`src/rtl/seq_gen_pkg.sv`:
```
// Shared types and sizing helpers for the serial pattern generator.
package seq_gen_pkg;

  typedef enum logic [1:0] {
    IDLE  = 2'd0,
    SHIFT = 2'd1,
    GAP   = 2'd2
  } state_t;

  // Bits needed to hold the values 0..max_val (never less than one).
  function automatic int cnt_bits(input int max_val);
    return (max_val < 1) ? 1 : $clog2(max_val + 1);
  endfunction

endpackage

```
`src/rtl/seq_gen_skid.sv`:
```
// One-entry pending slot in front of the shifter; accepts a word on the same edge the slot drains.
module seq_gen_skid
  import seq_gen_pkg::*;
#(
  parameter int WIDTH = 8,
  parameter int LW    = 4
) (
  input  logic             clk,
  input  logic             reset,
  input  logic [WIDTH-1:0] in_data,
  input  logic [LW-1:0]    in_len,
  input  logic             in_valid,
  input  logic             load_now,
  output logic             in_ready,
  output logic             pend_valid,
  output logic [WIDTH-1:0] pend_data,
  output logic [LW-1:0]    pend_len
);

  // load_now depends only on registered state, so in_ready never sees in_valid.
  assign in_ready = reset && (!pend_valid || load_now);

  always_ff @(posedge clk or negedge reset) begin
    if (!reset) begin
      pend_valid <= 1'b0;
      pend_data  <= '0;
      pend_len   <= '0;
    end else if (in_valid && in_ready) begin
      pend_valid <= 1'b1;
      pend_data  <= in_data;
      pend_len   <= in_len;
    end else if (load_now) begin
      pend_valid <= 1'b0;
    end
  end

endmodule

```
`src/rtl/seq_generator.sv`:
```
// Serializer: takes (data, len) words over valid/ready and emits them MSB-of-field first, one bit per clock.
//
// state | meaning
// IDLE  | shifter empty; loads the pending word if there is one
// SHIFT | a payload bit is on dout; cnt = bits left including the one shown
// GAP   | inter-word idle time, gap_cnt cycles remaining
module seq_generator
  import seq_gen_pkg::*;
#(
  parameter int   WIDTH      = 8,
  parameter int   GAP_CYCLES = 0,
  parameter logic IDLE_LEVEL = 1'b0,
  localparam int  LW         = cnt_bits(WIDTH)
) (
  input  logic             clk,
  input  logic             reset,
  input  logic [WIDTH-1:0] in_data,
  input  logic [LW-1:0]    in_len,
  input  logic             in_valid,
  output logic             in_ready,
  output logic             dout,
  output logic             dout_valid,
  output logic             done,
  output logic             len_err,
  output logic             busy
);

  localparam int GW = cnt_bits(GAP_CYCLES);

  state_t           state, state_nx;
  logic             pend_valid;
  logic [WIDTH-1:0] pend_data;
  logic [LW-1:0]    pend_len;
  logic             load_now;
  logic             len_ok;
  logic             last_bit;
  logic             gap_last;
  logic [WIDTH-1:0] aligned;
  logic [WIDTH-1:0] shreg;
  logic [LW-1:0]    cnt;
  logic [GW-1:0]    gap_cnt;

  seq_gen_skid #(
    .WIDTH(WIDTH),
    .LW   (LW)
  ) u_skid (
    .clk       (clk),
    .reset     (reset),
    .in_data   (in_data),
    .in_len    (in_len),
    .in_valid  (in_valid),
    .load_now  (load_now),
    .in_ready  (in_ready),
    .pend_valid(pend_valid),
    .pend_data (pend_data),
    .pend_len  (pend_len)
  );

  assign len_ok   = (pend_len != '0) && (pend_len <= LW'(WIDTH));
  assign aligned  = pend_data << (LW'(WIDTH) - pend_len);
  assign last_bit = (cnt == LW'(1));
  assign gap_last = (gap_cnt == GW'(1));
  assign busy     = pend_valid || (state != IDLE);

  always_ff @(posedge clk or negedge reset) begin
    if (!reset) state <= IDLE;
    else        state <= state_nx;
  end

  always_comb begin
    state_nx = state;
    load_now = 1'b0;
    case (state)
      IDLE: load_now = pend_valid;
      SHIFT: begin
        if (last_bit) begin
          if (GAP_CYCLES > 0)  state_nx = GAP;
          else if (pend_valid) load_now = 1'b1;
          else                 state_nx = IDLE;
        end
      end
      GAP: begin
        if (gap_last) begin
          if (pend_valid) load_now = 1'b1;
          else            state_nx = IDLE;
        end
      end
      default: state_nx = IDLE;
    endcase
    // An illegal word is dropped without bits or gap, leaving the shifter idle.
    if (load_now) state_nx = len_ok ? SHIFT : IDLE;
  end

  always_ff @(posedge clk or negedge reset) begin
    if (!reset) begin
      shreg      <= '0;
      cnt        <= '0;
      gap_cnt    <= '0;
      dout       <= IDLE_LEVEL;
      dout_valid <= 1'b0;
      done       <= 1'b0;
      len_err    <= 1'b0;
    end else begin
      dout       <= IDLE_LEVEL;
      dout_valid <= 1'b0;
      done       <= 1'b0;
      len_err    <= load_now && !len_ok;
      if (load_now && len_ok) begin
        dout       <= aligned[WIDTH-1];
        shreg      <= aligned << 1;
        cnt        <= pend_len;
        dout_valid <= 1'b1;
        done       <= (pend_len == LW'(1));
      end else if (state == SHIFT && !last_bit) begin
        dout       <= shreg[WIDTH-1];
        shreg      <= shreg << 1;
        cnt        <= cnt - 1'b1;
        dout_valid <= 1'b1;
        done       <= (cnt == LW'(2));
      end
      if (state == SHIFT && state_nx == GAP) gap_cnt <= GW'(GAP_CYCLES);
      else if (state == GAP)                 gap_cnt <= gap_cnt - 1'b1;
    end
  end

endmodule

```
`config.mk`:
```
export PLATFORM = sky130hd
export DESIGN_NAME = seq_generator
export DESIGN_NICKNAME = d
export VERILOG_FILES = /design/src/rtl/seq_gen_pkg.sv /design/src/rtl/seq_gen_skid.sv /design/src/rtl/seq_generator.sv
export SDC_FILE = /design/constraint.sdc
export NUM_CORES = 1
export LEC_CHECK = 0
export BUFFER_PORTS_ARGS = -buffer_cell sky130_fd_sc_hd__buf_2
export CORE_UTILIZATION = 53
export DETAILED_ROUTE_END_ITERATION = 10
export HOLD_SLACK_MARGIN = 0.02
export PLACE_DENSITY = 0.73
export SLEW_MARGIN = 20
export SYNTH_ARGS = -nofsm -noshare
export SYNTH_HDL_FRONTEND = slang
export SYNTH_HIERARCHICAL = 1
export SYNTH_SLANG_ARGS = --single-unit
```
`constraint.sdc`:
```
create_clock -name clk -period 3.55 [get_ports clk]
set_input_delay 0.355 -clock clk [delete_from_list [all_inputs] [get_ports clk]]
set_output_delay 0.355 -clock clk [all_outputs]
set_load 0.02 [all_outputs]
```
### Yosys cells after proc, flatten, opt, wreduce, memory -nomap -nowiden

Index checks and enable logic that the tools add are counted.

* flip-flop bits (word level): 32
* bits of input ports: 15
* output and inout port bits: 6
* logic and storage cells: 64

* add/sub/neg operators: 3
* $lt $le $gt $ge: 1
* equality and inequality tests: 6
* shift operators: 1
* mux-type cells: 24
* reductions and logical operators: 18

Operator list (number)
* 8-bit two-way mux: 2
* 1-bit two-way mux: 14
* 4-bit by 1-bit equality test with 1-bit output (second input constant): 2
* 2-bit two-way mux: 4
* 4-bit two-way mux: 2
* 2-bit nonzero test: 4
* 8-bit by 4-bit << shifter with 8-bit output: 1
* 1-bit logical AND: 7
* 2-bit case mux with 3 select lines: 1
* 2-bit equality test (second input constant): 2
* 4-bit by 2-bit equality test with 1-bit output (second input constant): 1
* 4-bit <= comparator (second input constant): 1
* 4-bit nonzero test: 1
* 4-bit by 1-bit subtractor with 4-bit output (second input constant): 1
* 4-bit subtractor (first input constant): 1
* 1-bit logical NOT: 3
* 1-bit case mux with 3 select lines: 1
* 2-bit by 1-bit equality test with 1-bit output (second input constant): 1
* 2-bit logical NOT: 1
* 1-bit logical OR: 2
* 1-bit subtractor (second input constant): 1

### Logic depth before layout (Yosys ltp)

Gate-level depths: netlist of run 1.

* depth after elaboration: 7
* mapped depth: 8
* depth with buffers taken out: 7

### Hierarchy

The synthesis of run 1 kept the hierarchy.

Modules (own cells, without submodules)
* seq_generator: instances 1, cells an instance 127, area each 1295.0 µm², seq. area each 450.4 µm²
* seq_gen_skid: instances 1, cells an instance 31, area each 560.5 µm², seq. area each 325.3 µm²

### Worst setup path before layout of run 1

Ideal clock, no wire load.

* path type: register -> register
* start point: register state[0]
* end point: register u_skid.pend_data[0]
* library setup time: 0.125 ns
* data arrival time: 2.573 ns
* data required time: 3.425 ns
* slack: 0.852 ns
* stages on the path, launching flop included: 9
* buffers on the path: 1
* clock period less this slack: 2.698 ns
* cells stage by stage: dfrtp_1 -> inv_1 -> ha_1 -> or4b_4 -> a2111oi_4 -> nand2b_4 -> nor2b_4 -> buf_12 -> mux2_4

* longest elaborated chain between the ends: 5
* elaborated cells between the ends (all ways): 7
* classes of those cells: 2 x eq/ne; 1 x mux; 4 x reduce/logical

Ends and longest elaborated chain
* start, declared: RTL line seq_generator.sv:30 `state_t state, state_nx;`
* start signal, assigned: RTL line seq_generator.sv:67 `else state <= state_nx;`
* 2-bit equality test, or another cell as far along: RTL line seq_generator.sv:73 `case (state)`
* 1-bit case mux with 3 select lines (*): RTL line seq_generator.sv:73
* via load_now: RTL line seq_generator.sv:34 `logic load_now;`
* 1-bit logical OR (*): RTL line seq_gen_skid.sv:21 `assign in_ready = reset && (!pend_valid || load_now);`
* 1-bit logical AND (*): RTL line seq_gen_skid.sv:21
* 1-bit logical AND (*): RTL line seq_gen_skid.sv:28 `end else if (in_valid && in_ready) begin`
* end signal, assigned: RTL line seq_gen_skid.sv:30 `pend_data <= in_data;`
* end, declared: RTL line seq_gen_skid.sv:16 `output logic [WIDTH-1:0] pend_data,`

Mark *: on every way through the listed nets, which the timed path passes. The rest lies on a longest branch.
A chain may end at the register's enable or synchronous reset.

### Final worst setup path of run 1

* start point: register state[0]
* end point: output in_ready

* longest elaborated chain between the ends: 4
* elaborated cells between the ends (all ways): 6
* classes of those cells: 2 x eq/ne; 1 x mux; 3 x reduce/logical

Ends and longest elaborated chain
* 2-bit equality test, or another cell as far along: RTL line seq_generator.sv:73
* 1-bit case mux with 3 select lines (*): RTL line seq_generator.sv:73
* via load_now: RTL line seq_generator.sv:34
* 1-bit logical OR (*): RTL line seq_gen_skid.sv:21
* 1-bit logical AND (*): RTL line seq_gen_skid.sv:21
* end, declared: RTL line seq_generator.sv:20 `output logic in_ready,`

Marked as above.

==> results.json, run 1 <==
{
  "status": "finished, final reports clean",
  "critPathKind": "flip-flop to primary output",
  "post_cts_resized": 0,
  "synth_top_area_cell": "dfrtp_1",
  "core_um2": 3340,
  "clockBufferDepth": 2,
  "grt_max_degree": 34,
  "fp.dieW_um": 61.2,
  "synth_top_cell_area_share_pct": 41.8,
  "finalPower_mw": 1.98,
  "seq_area_frac_synth_pct": 41.8,
  "synth_most_common_cell": "dfrtp_1",
  "syn_nets": 182,
  "drc": 0,
  "yosysUniqueCellTypes": 40,
  "slew_violations": 0,
  "startpoint_type": "flip-flop",
  "critPathBufInv": 3,
  "htreeDepth": 2,
  "period_needed_ns": 2.91,
  "synth-edff-count": 0,
  "yosys_warnings": 6,
  "async_flop_share_pct": 100,
  "wirelength_um": 3440,
  "cts.clk_slew.worst_paths_ns": 0.09,
  "cts_buffers": 5,
  "dieArea_um2": 3740,
  "initial_core_util_pct": 55.6,
  "drt-vias-per-instance": 5.48,
  "postRouteAntennaNets": 0,
  "std_cell_rows": 21,
  "yosys-top-cells-count": "31 x dfrtp_1, 19 x mux2i_1, 10 x mux2_4, 10 x nand2_1",
  "finalSetupTns_ns": 0,
  "cts_root_buf": "clkbuf_4",
  "hpwl_um": 2490,
  "post-route-util_pct": 61.1,
  "post_cts_buffers": 0,
  "drive_above_1_share_pct": 29.5,
  "grt_use_total_pct": 22.5,
  "io_buffers": 20,
  "nets": 206,
  "cts_hold_buf": 0,
  "syn_area_per_cell_um2": 11.7,
  "grt_first_pass_wirelength_um": 5840,
  "cts_num_sinks": 31,
  "period_share_pct": 82.1,
  "cp.arrival_ns": 2.56,
  "worstPathMaxFanout": 10,
  "timing.fmax_mhz": 343,
  "drt_iter0_markers": 45,
  "first_global_vias": 1292,
  "drt-pass1-iter-count": 4,
  "finalInstanceArea_um2": 2040,
  "hold_viol": 0,
  "synthTopCellsByArea": "dfrtp_1 42%, mux2i_1 10%, mux2_4 8.1%, ha_1 6.1%, mux2_2 3.6%",
  "clk_latency_ns": 0.34,
  "areaGrowthSynthToFinish_pct": 9.91,
  "syn_inst": 158,
  "synth_area_um2": 1860,
  "crit_path_cell_trace": "inv_1, ha_1, or4b_4, a2111oi_4, buf_4, nand2b_4, and2_2, buf_2",
  "cpPeakStageDelay_ns": 0.51,
  "cp-end-kind": "primary output",
  "min_path_type": "input port to async pin",
  "place_ws_ns": 0.732,
  "clock-skew-final_ns": 0.00427,
  "place_area_um2": 1990,
  "path_delay_family": "simple AND/OR/NAND/NOR gates",
  "p_per_area_nw_per_um2": 972,
  "globalplace.congestion": 0.783,
  "vias": 1255,
  "fin_ws_ns": 0.635,
  "cts_tree": "done",
  "p_leak_nw": 0.997,
  "required_ns": 3.19,
  "setup_violations": 0,
  "max_slew_margin_pct": 62.4,
  "grt_antenna_before_repair": 0,
  "maxCapViolCount": 0,
  "worst_slew_pin_slew_ns": 0.562,
  "wl_per_cell_um": 15.0,
  "grt-ovfl-total": 0,
  "ios": 21,
  "synth_ff_type": "dfrtp_1",
  "die_h_um": 61.2,
  "rsz0062_at_grt": "false",
  "cp_slowest_cell": "or4b_4",
  "vdd_drop_max_mv": 0.492,
  "diodes": 0,
  "ys_seq_elements": 31
}
## placed cells by master, fill, tap and decap left out, drive strengths merged, types with 2 or more instances in the layout
cell / count
nor2: 3
clkbuf: 7
and3: 2
a21oi: 3
mux2: 16
mux2i: 19
o21ai: 4
nor2b: 3
nand3: 6
buf: 22
or4b: 2
nand4: 2
o22ai: 5
dfrtp: 31
o32ai: 2
ha: 9
a21o: 3
inv: 9
nor3: 2
and2: 4
nand2: 11
xnor2: 5
nand2b: 3
a31oi: 2
## report_power, final
| group | switching [mW] | total [mW] | internal [mW] |
|---|---|---|---|
| clock network | 0.120 | 0.197 | 0.0770 |
| logic | 0.563 | 1.11 | 0.552 |
| registers | 0.168 | 0.670 | 0.502 |
## flip-flops by register name, summed over array words and instances, names as in the netlist
register           flops
u_skid/pend_data       8
cnt                    4
u_skid/pend_len        4
state                  2
done                   1
shreg                  7
gap_cnt                1
len_err                1
dout                   1
dout_valid             1
u_skid/pend_valid      1
## metrics by stage
stage                     hold slack (ns)  cells
after floorplan                    0.0594    158
after global placement              0.390    221
after detailed placement            0.402    221
after CTS                          0.0298    229
after global routing               0.0368    229
final                              0.0104    229
## path summary, 6_finish.rpt
check / start / endpoint / slack, ns / cells after the start
worst max register to register: state[0]$_DFF_PN0_ / u_skid/pend_data[2]$_DFFE_PN0P_ / 0.69 / 8
worst min-delay path: reset / cnt[2]$_DFFE_PN0P_ / 0.01 / 2
max in group asynchronous: reset / u_skid/pend_data[2]$_DFFE_PN0P_ / 3.24 / 2
worst min register to register: u_skid/pend_data[7]$_DFFE_PN0P_ / u_skid/pend_data[7]$_DFFE_PN0P_ / 0.52 / 1
worst max-delay path: state[0]$_DFF_PN0_ / in_ready / 0.64 / 8
min in group clk: in_data[5] / u_skid/pend_data[5]$_DFFE_PN0P_ / 0.24 / 2
## final cells by class
type	instances	area [µm²]
Fill cell	291	1300
Multi-Input combinational cell	113	1010
Sequential cell	31	776
Timing Repair Buffer	22	115
Tap cell	46	57.6
Clock buffer	7	45.0
Inverter	9	33.8
Clock inverter	1	5.00
## routing by layer
metal / wire (µm) / GRT usage (%)
met5: 0 / 0
met4: 87 / 10.7
met3: 126 / 7.56
met2: 1670 / 35.6
met1: 1560 / 27.9
## cell families after synthesis
| group | share of synthesized area, % |
|---|---|
| buffers and inverters | 3.91 |
| adder cells (fa/ha/maj) | 6.07 |
| AND/OR/NAND/NOR | 13.9 |
| AO/OA/AOI/OAI | 8.29 |
| XOR/XNOR | 2.83 |
| flip-flops | 41.8 |
| multiplexers | 23.2 |
Power figures use the tool's default switching activity.
==> inputs of run 2 (changes only) <==
--- a/config.mk
+++ b/config.mk
@@ -5,6 +5,7 @@
 export SDC_FILE = /design/constraint.sdc
 export NUM_CORES = 1
 export LEC_CHECK = 0
+export ABC_AREA = 1
 export BUFFER_PORTS_ARGS = -buffer_cell sky130_fd_sc_hd__buf_2
 export CORE_UTILIZATION = 53
 export DETAILED_ROUTE_END_ITERATION = 10
==> constraint.sdc (replaced) <==
create_clock -name clk -period 2.9 [get_ports clk]
set_input_delay 0.29 -clock clk [delete_from_list [all_inputs] [get_ports clk]]
set_output_delay 0.29 -clock clk [all_outputs]
set_load 0.02 [all_outputs]
==> results.json, run 2 <==
{
  "initial_core_util_pct": 56.6,
  "dieArea_um2": 3890,
  "die_h_um": 62.4,
  "path_delay_family": "buffers and inverters",
  "rsz0062_at_grt": "false",
  "syn_area_per_cell_um2": 7.58,
  "grt_max_degree": 32,
  "hold_viol": 0,
  "areaGrowthSynthToFinish_pct": 8.23,
  "drive_above_1_share_pct": 15.2,
  "yosysUniqueCellTypes": 25,
  "first_global_vias": 1544,
  "htreeDepth": 2,
  "p_per_area_nw_per_um2": 1160,
  "met1_usage_pct": 27.7,
  "period_needed_ns": 2.30,
  "cts_root_buf": "clkbuf_4",
  "postRouteAntennaNets": 0,
  "multiInputGateArea_um2": 988,
  "cp.arrival_ns": 2.01,
  "reg_top3": "u_skid/pend_data x8, shreg x7",
  "p_sw_share_pct": 49.5,
  "cp_slowest_cell": "dfrtp_1",
  "post_cts_buffers": 0,
  "core_um2": 3420,
  "critPathKind": "flip-flop to primary output",
  "yosys-top-cells-count": "84 x nand2_1, 42 x nand3_1, 31 x dfrtp_1, 17 x inv_1, 16 x nor2_1",
  "timing.fmax_mhz": 435,
  "wirelength_um": 3630,
  "grt_first_pass_wirelength_um": 6650,
  "p_leak_nw": 1.12,
  "clk_latency_ns": 0.33,
  "synth-edff-count": 0,
  "ys_seq_elements": 31,
  "clockBufferDepth": 2,
  "required_ns": 2.61,
  "globalplace.congestion": 0.879,
  "maxCapViolCount": 0,
  "cts.clk_slew.worst_paths_ns": 0.09,
  "cp-end-kind": "primary output",
  "synth_ff_type": "dfrtp_1",
  "critPathBufInv": 4,
  "finalSetupTns_ns": 0,
  "cts_tree": "done",
  "setup_violations": 0,
  "min_path_type": "input port to flip-flop",
  "largest_register": "u_skid/pend_data",
  "p_switching_mw": 1.20,
  "nets": 299,
  "fp.dieW_um": 62.4,
  "io_buffers": 20,
  "yosys_warnings": 6,
  "diodes": 0,
  "synth_most_common_cell": "nand2_1",
  "synth_area_um2": 1930,
  "combPwrFrac_pct": 55.9,
  "synthTopCellsByArea": "dfrtp_1 40%, nand2_1 16%, nand3_1 11%, ha_1 5.8%, nand4_1 4.2%",
  "syn_inst": 255,
  "fill_cells": 322,
  "final_common_cell": "nand2_1",
  "use_met3_pct": 3.28,
  "ff_latch_area_um2": 776,
  "cpPeakStageDelay_ns": 0.39,
  "status": "finished, final reports clean",
  "period_share_pct": 79.3,
  "drt-pass1-iter-count": 4,
  "startpoint_type": "flip-flop",
  "crit_path_cell_trace": "inv_1, ha_1, a21boi_0, nand2_1, nand2_2, nand2_1, inv_1, inv_1, a21boi_0, buf_2",
  "drt_iter0_markers": 88,
  "ios": 21,
  "internal_power_mw": 1.22,
  "max_slew_margin_pct": 60.3,
  "grt.busiest_layer": "met2",
  "largest_reg_flops": 8,
  "async_flop_share_pct": 100,
  "vdd_drop_max_mv": 0.584,
  "seqPwrFrac_pct": 32.4,
  "syn_nets": 279,
  "grt_antenna_before_repair": 0,
  "cts_buffers": 5,
  "hpwl_um": 2740,
  "seq_area_frac_synth_pct": 40.2,
  "std_cell_rows": 21,
  "clock-skew-final_ns": 0.0108,
  "cts_num_sinks": 31,
  "wl_per_cell_um": 11.3,
  "synth_top_cell_area_share_pct": 40.2,
  "slew_violations": 0,
  "grt_use_met2_pct": 35.7,
  "worstPathMaxFanout": 5,
  "grt_use_total_pct": 21.5,
  "post_cts_resized": 0,
  "cp_common_cell": "inv_1",
  "layout_common_cells": "84 x nand2_1, 42 x nand3_1, 31 x dfrtp_1",
  "grt-ovfl-total": 0,
  "vias": 1665,
  "synth_top_area_cell": "dfrtp_1",
  "drc": 0,
  "holdWs_ns": 0.212,
  "drt-vias-per-instance": 5.17,
  "worst_slew_pin_slew_ns": 0.595,
  "clockPowerShare_pct": 11.7
}
[run 2: cell count changes in the layout (fill, tap and decap cells not counted), sizes merged, moves of 5 or more]
cell | previous run | this run
nand3 | 6 | 44
nand4 | 2 | 13
o22ai | 5 | 0
inv | 9 | 22
mux2i | 19 | 0
nor2 | 3 | 16
mux2 | 16 | 0
nand2 | 11 | 89
[run 2: layout make-up]
type	instances	area share, %
multi-input combinational	193	47.3
sequential	31	37.1
timing repair buffer	22	5.63
inverter	22	3.95
clock buffer	8	3.29
tap	46	2.75
[run 2: worst min-delay path, cell delays in order]
cell and delay (ns):
buf_2 0.07, nand4_1 0.08, nand2_1 0.07
[run 2: logic make-up (layout without fill, tap and decap cells)]
family,Yosys count,after routing,share of synthesized area (%)
simple gates,165,165,38.5
compound gates,13,13,3.76
buf+inv,31,52,8.68
fa+ha+maj,9,9,5.83
xor+xnor,6,6,3.11
flops,31,31,40.2
[run 2: power by group through the flow]
| stage | clock [mW] | sequential [mW] | combinational, mW |
|---|---|---|---|
| 2_1_floorplan | 0 | 0.760 | 1.18 |
| 3_3_place_gp | 0 | 0.790 | 1.33 |
| 3_5_place_dp | 0 | 0.793 | 1.34 |
| 4_1_cts | 0.294 | 0.783 | 1.36 |
| 5_1_grt | 0.311 | 0.812 | 1.56 |
| 6_report | 0.284 | 0.784 | 1.35 |
[run 2: worst paths after layout]
path,startpoint,to,slack [ns],cells after the start
worst max-delay path,state[0]$_DFF_PN0_,in_ready,0.60,10
worst min-delay path,in_data[2],u_skid/pend_data[2]$_DFFE_PN0P_,0.21,3
min in group asynchronous,reset,u_skid/pend_len[2]$_DFFE_PN0P_,0.51,2
worst min register to register,u_skid/pend_data[7]$_DFFE_PN0P_,u_skid/pend_data[7]$_DFFE_PN0P_,0.50,2
max in group asynchronous,reset,shreg[1]$_DFFE_PN0P_,1.78,3
worst max register to register,state[0]$_DFF_PN0_,u_skid/pend_data[2]$_DFFE_PN0P_,0.79,12
[run 2: layer usage]
layer | share of wire, % | vias to the layer above
met1 | 49 | 759
met2 | 45 | 31
met3 | 3.7 | 5
li1 | - | 870
met4 | 1.4 | 0
met5 | 0 | -
[run 2: what timing repair did]
action	4_1_cts	5_1_grt
hold endpoints to repair	16	0
hold buffers	1	0
setup endpoints to repair	0	0
[run 2: per-stage QoR]
stage | power, mW | std cells | util, % | setup slack [ns] | area (µm²)
CTS | 2.44 | 322 | 61.2 | 0.567 | 2090
global route | 2.69 | 322 | 61.2 | 0.360 | 2090
finish | 2.42 | 322 | 61.2 | 0.600 | 2090
detailed placement | 2.14 | 313 | 58.9 | 0.802 | 2010
global placement | 2.12 | 313 | 58.9 | 0.866 | 2010
floorplan | 1.94 | 255 | - | 0.908 | 1930
==> inputs of run 3 (changes only) <==
--- a/config.mk
+++ b/config.mk
@@ -7,10 +7,10 @@
 export LEC_CHECK = 0
 export ABC_AREA = 1
 export BUFFER_PORTS_ARGS = -buffer_cell sky130_fd_sc_hd__buf_2
-export CORE_UTILIZATION = 53
+export CORE_UTILIZATION = 52
 export DETAILED_ROUTE_END_ITERATION = 10
 export HOLD_SLACK_MARGIN = 0.02
-export PLACE_DENSITY = 0.73
+export PLACE_DENSITY = 0.75
 export SLEW_MARGIN = 20
 export SYNTH_ARGS = -nofsm -noshare
 export SYNTH_HDL_FRONTEND = slang
==> constraint.sdc (replaced) <==
create_clock -name clk -period 2 [get_ports clk]
set_input_delay 0.2 -clock clk [delete_from_list [all_inputs] [get_ports clk]]
set_output_delay 0.2 -clock clk [all_outputs]
set_load 0.02 [all_outputs]
==> results.json, run 3 (synthesis gave the netlist of run 2 again) <==
{
  "ff2ff_setup_slack_ns": 0.15,
  "reg_top3": "u_skid/pend_data x8, shreg x7",
  "status": "finished, final reports clean",
  "clk_latency_ns": 0.28,
  "holdWs_ns": 0.162,
  "dieArea_um2": 3960,
  "clockBufferDepth": 2,
  "grt_max_degree": 28,
  "worst_slew_pin_slew_ns": 0.470,
  "wirelength_um": 3770,
  "timing.fmax_mhz": 509,
  "required_ns": 1.80,
  "drive_above_1_share_pct": 21.4,
  "instances_no_fill": 331,
  "crit_path_cell_trace": "inv_2, ha_4, a21boi_2, nand2_1, nand2_2, nand2_4, inv_2, inv_2, a21boi_1, buf_4",
  "grt_antenna_before_repair": 0,
  "cts_buffers": 5,
  "cp-end-kind": "primary output",
  "globalplace.congestion": 0.851,
  "fp.dieW_um": 63.0,
  "first_global_vias": 1557,
  "worstPathMaxFanout": 4,
  "die_h_um": 63.0,
  "layout_common_cells": "83 x nand2_1, 42 x nand3_1, 30 x dfrtp_1",
  "cp.arrival_ns": 1.77,
  "drt-pass1-iter-count": 4,
  "cts_root_buf": "clkbuf_8",
  "grt-ovfl-total": 0,
  "min_path_type": "input port to flip-flop",
  "core_um2": 3440,
  "multiInputGateArea_um2": 1030,
  "max_slew_margin_pct": 68.5,
  "drt-vias-per-instance": 5.11,
  "largest_reg_flops": 8,
  "slew_violations": 0,
  "hold_viol": 0,
  "cts_tree": "done",
  "fill_cells": 291,
  "htreeDepth": 2,
  "cp_slowest_cell": "dfrtp_2",
  "cpPeakStageDelay_ns": 0.42,
  "startpoint_type": "flip-flop",
  "vdd_drop_max_mv": 0.840,
  "critPathKind": "flip-flop to primary output",
  "vias": 1692,
  "drc": 0,
  "period_share_pct": 98.3,
  "std_cell_rows": 21,
  "maxCapViolCount": 0,
  "period_needed_ns": 1.97,
  "io_buffers": 20,
  "critPathBufInv": 4,
  "initial_core_util_pct": 56.1,
  "clock-skew-final_ns": 0.00241,
  "largest_register": "u_skid/pend_data",
  "areaGrowthSynthToFinish_pct": 15.8,
  "p_leak_nw": 1.18,
  "p_per_area_nw_per_um2": 1710,
  "drt_iter0_markers": 74,
  "cp_common_cell": "inv_2",
  "hpwl_um": 2770,
  "grt_use_total_pct": 22.5,
  "dp.cells": 317,
  "cts_num_sinks": 31,
  "grt_first_pass_wirelength_um": 6980,
  "setup_violations": 0,
  "nets": 308,
  "ios": 21,
  "cts.clk_slew.worst_paths_ns": 0.06,
  "diodes": 0,
  "ff_latch_area_um2": 777,
  "finalSetupTns_ns": 0,
  "final_common_cell": "nand2_1",
  "wl_per_cell_um": 11.4,
  "path_delay_family": "flip-flops",
  "postRouteAntennaNets": 0
}
-- run 3: cell types whose count changed in the layout (fill, tap and decap cells not counted), sizes merged --
cell	previous run	this run
buf	21	30
-- run 3: metal layers --
metal  global-route usage [%]  routed length, µm  vias to the layer above
met2                     35.5               1760                       32
met1                     28.9               1830                      765
met5                        0                  0                        -
li1                         -                  -                      890
met3                     6.57                134                        5
met4                     9.01                 42                        0
-- run 3: final timing paths --
check / cells after the start / end / from
min in group asynchronous: 2 / u_skid/pend_len[3]$_DFFE_PN0P_ / reset
worst max register to register: 9 / cnt[2]$_DFFE_PN0P_ / state[1]$_DFF_PN0_
max in group asynchronous: 3 / state[1]$_DFF_PN0_ / reset
worst min register to register: 2 / shreg[1]$_DFFE_PN0P_ / shreg[1]$_DFFE_PN0P_
worst max-delay path: 10 / in_ready / state[1]$_DFF_PN0_
worst min-delay path: 3 / u_skid/pend_data[4]$_DFFE_PN0P_ / in_data[4]
-- run 3: power by group --
part	total [mW]	internal, mW	leakage, nW	switching [mW]
Sequential	1.12	0.895	0.397	0.221
Clock	0.536	0.313	0.0515	0.223
Combinational	2.18	0.802	0.728	1.38
-- run 3: layout make-up --
type                       count  share of cell area, %
tap                           46                   2.57
timing repair buffer          31                   8.39
multi-input combinational    193                   46.1
sequential                    31                   34.7
inverter                      22                   3.69
clock buffer                   8                   4.47
-- run 3: what timing repair did --
action                                  CTS  global route
hold buffers                              1             0
endpoints found under the setup margin    1            11
gates cloned                              0             0
buffers inserted                          2             3
pin swaps                                 2             3
hold endpoints to repair                  4             0
gates resized for setup                   8             8
-- run 3: per-stage QoR --
stage / total power [mW] / setup WS, ns / util [%] / area, µm²
6_report: 3.84 / 0.0342 / 65.0 / 2240
5_1_grt: 4.26 / -0.0345 / 65.0 / 2240
4_1_cts: 3.78 / 0.00318 / 63.4 / 2180
3_5_place_dp: 3.17 / 0.0933 / 59.3 / 2040
3_3_place_gp: 3.13 / 0.171 / 59.3 / 2040
2_1_floorplan: 2.81 / 0.0976 / - / 1930
-- run 3: worst reg2reg max path, stage by stage (launching register included) --
cell      delay (ns)
dfrtp_2         0.42
inv_2           0.07
ha_4            0.25
a21boi_2        0.15
nand2_1         0.08
nand2_2         0.09
buf_4           0.12
nand3_4         0.22
o21ai_0         0.26
nand2_1         0.07
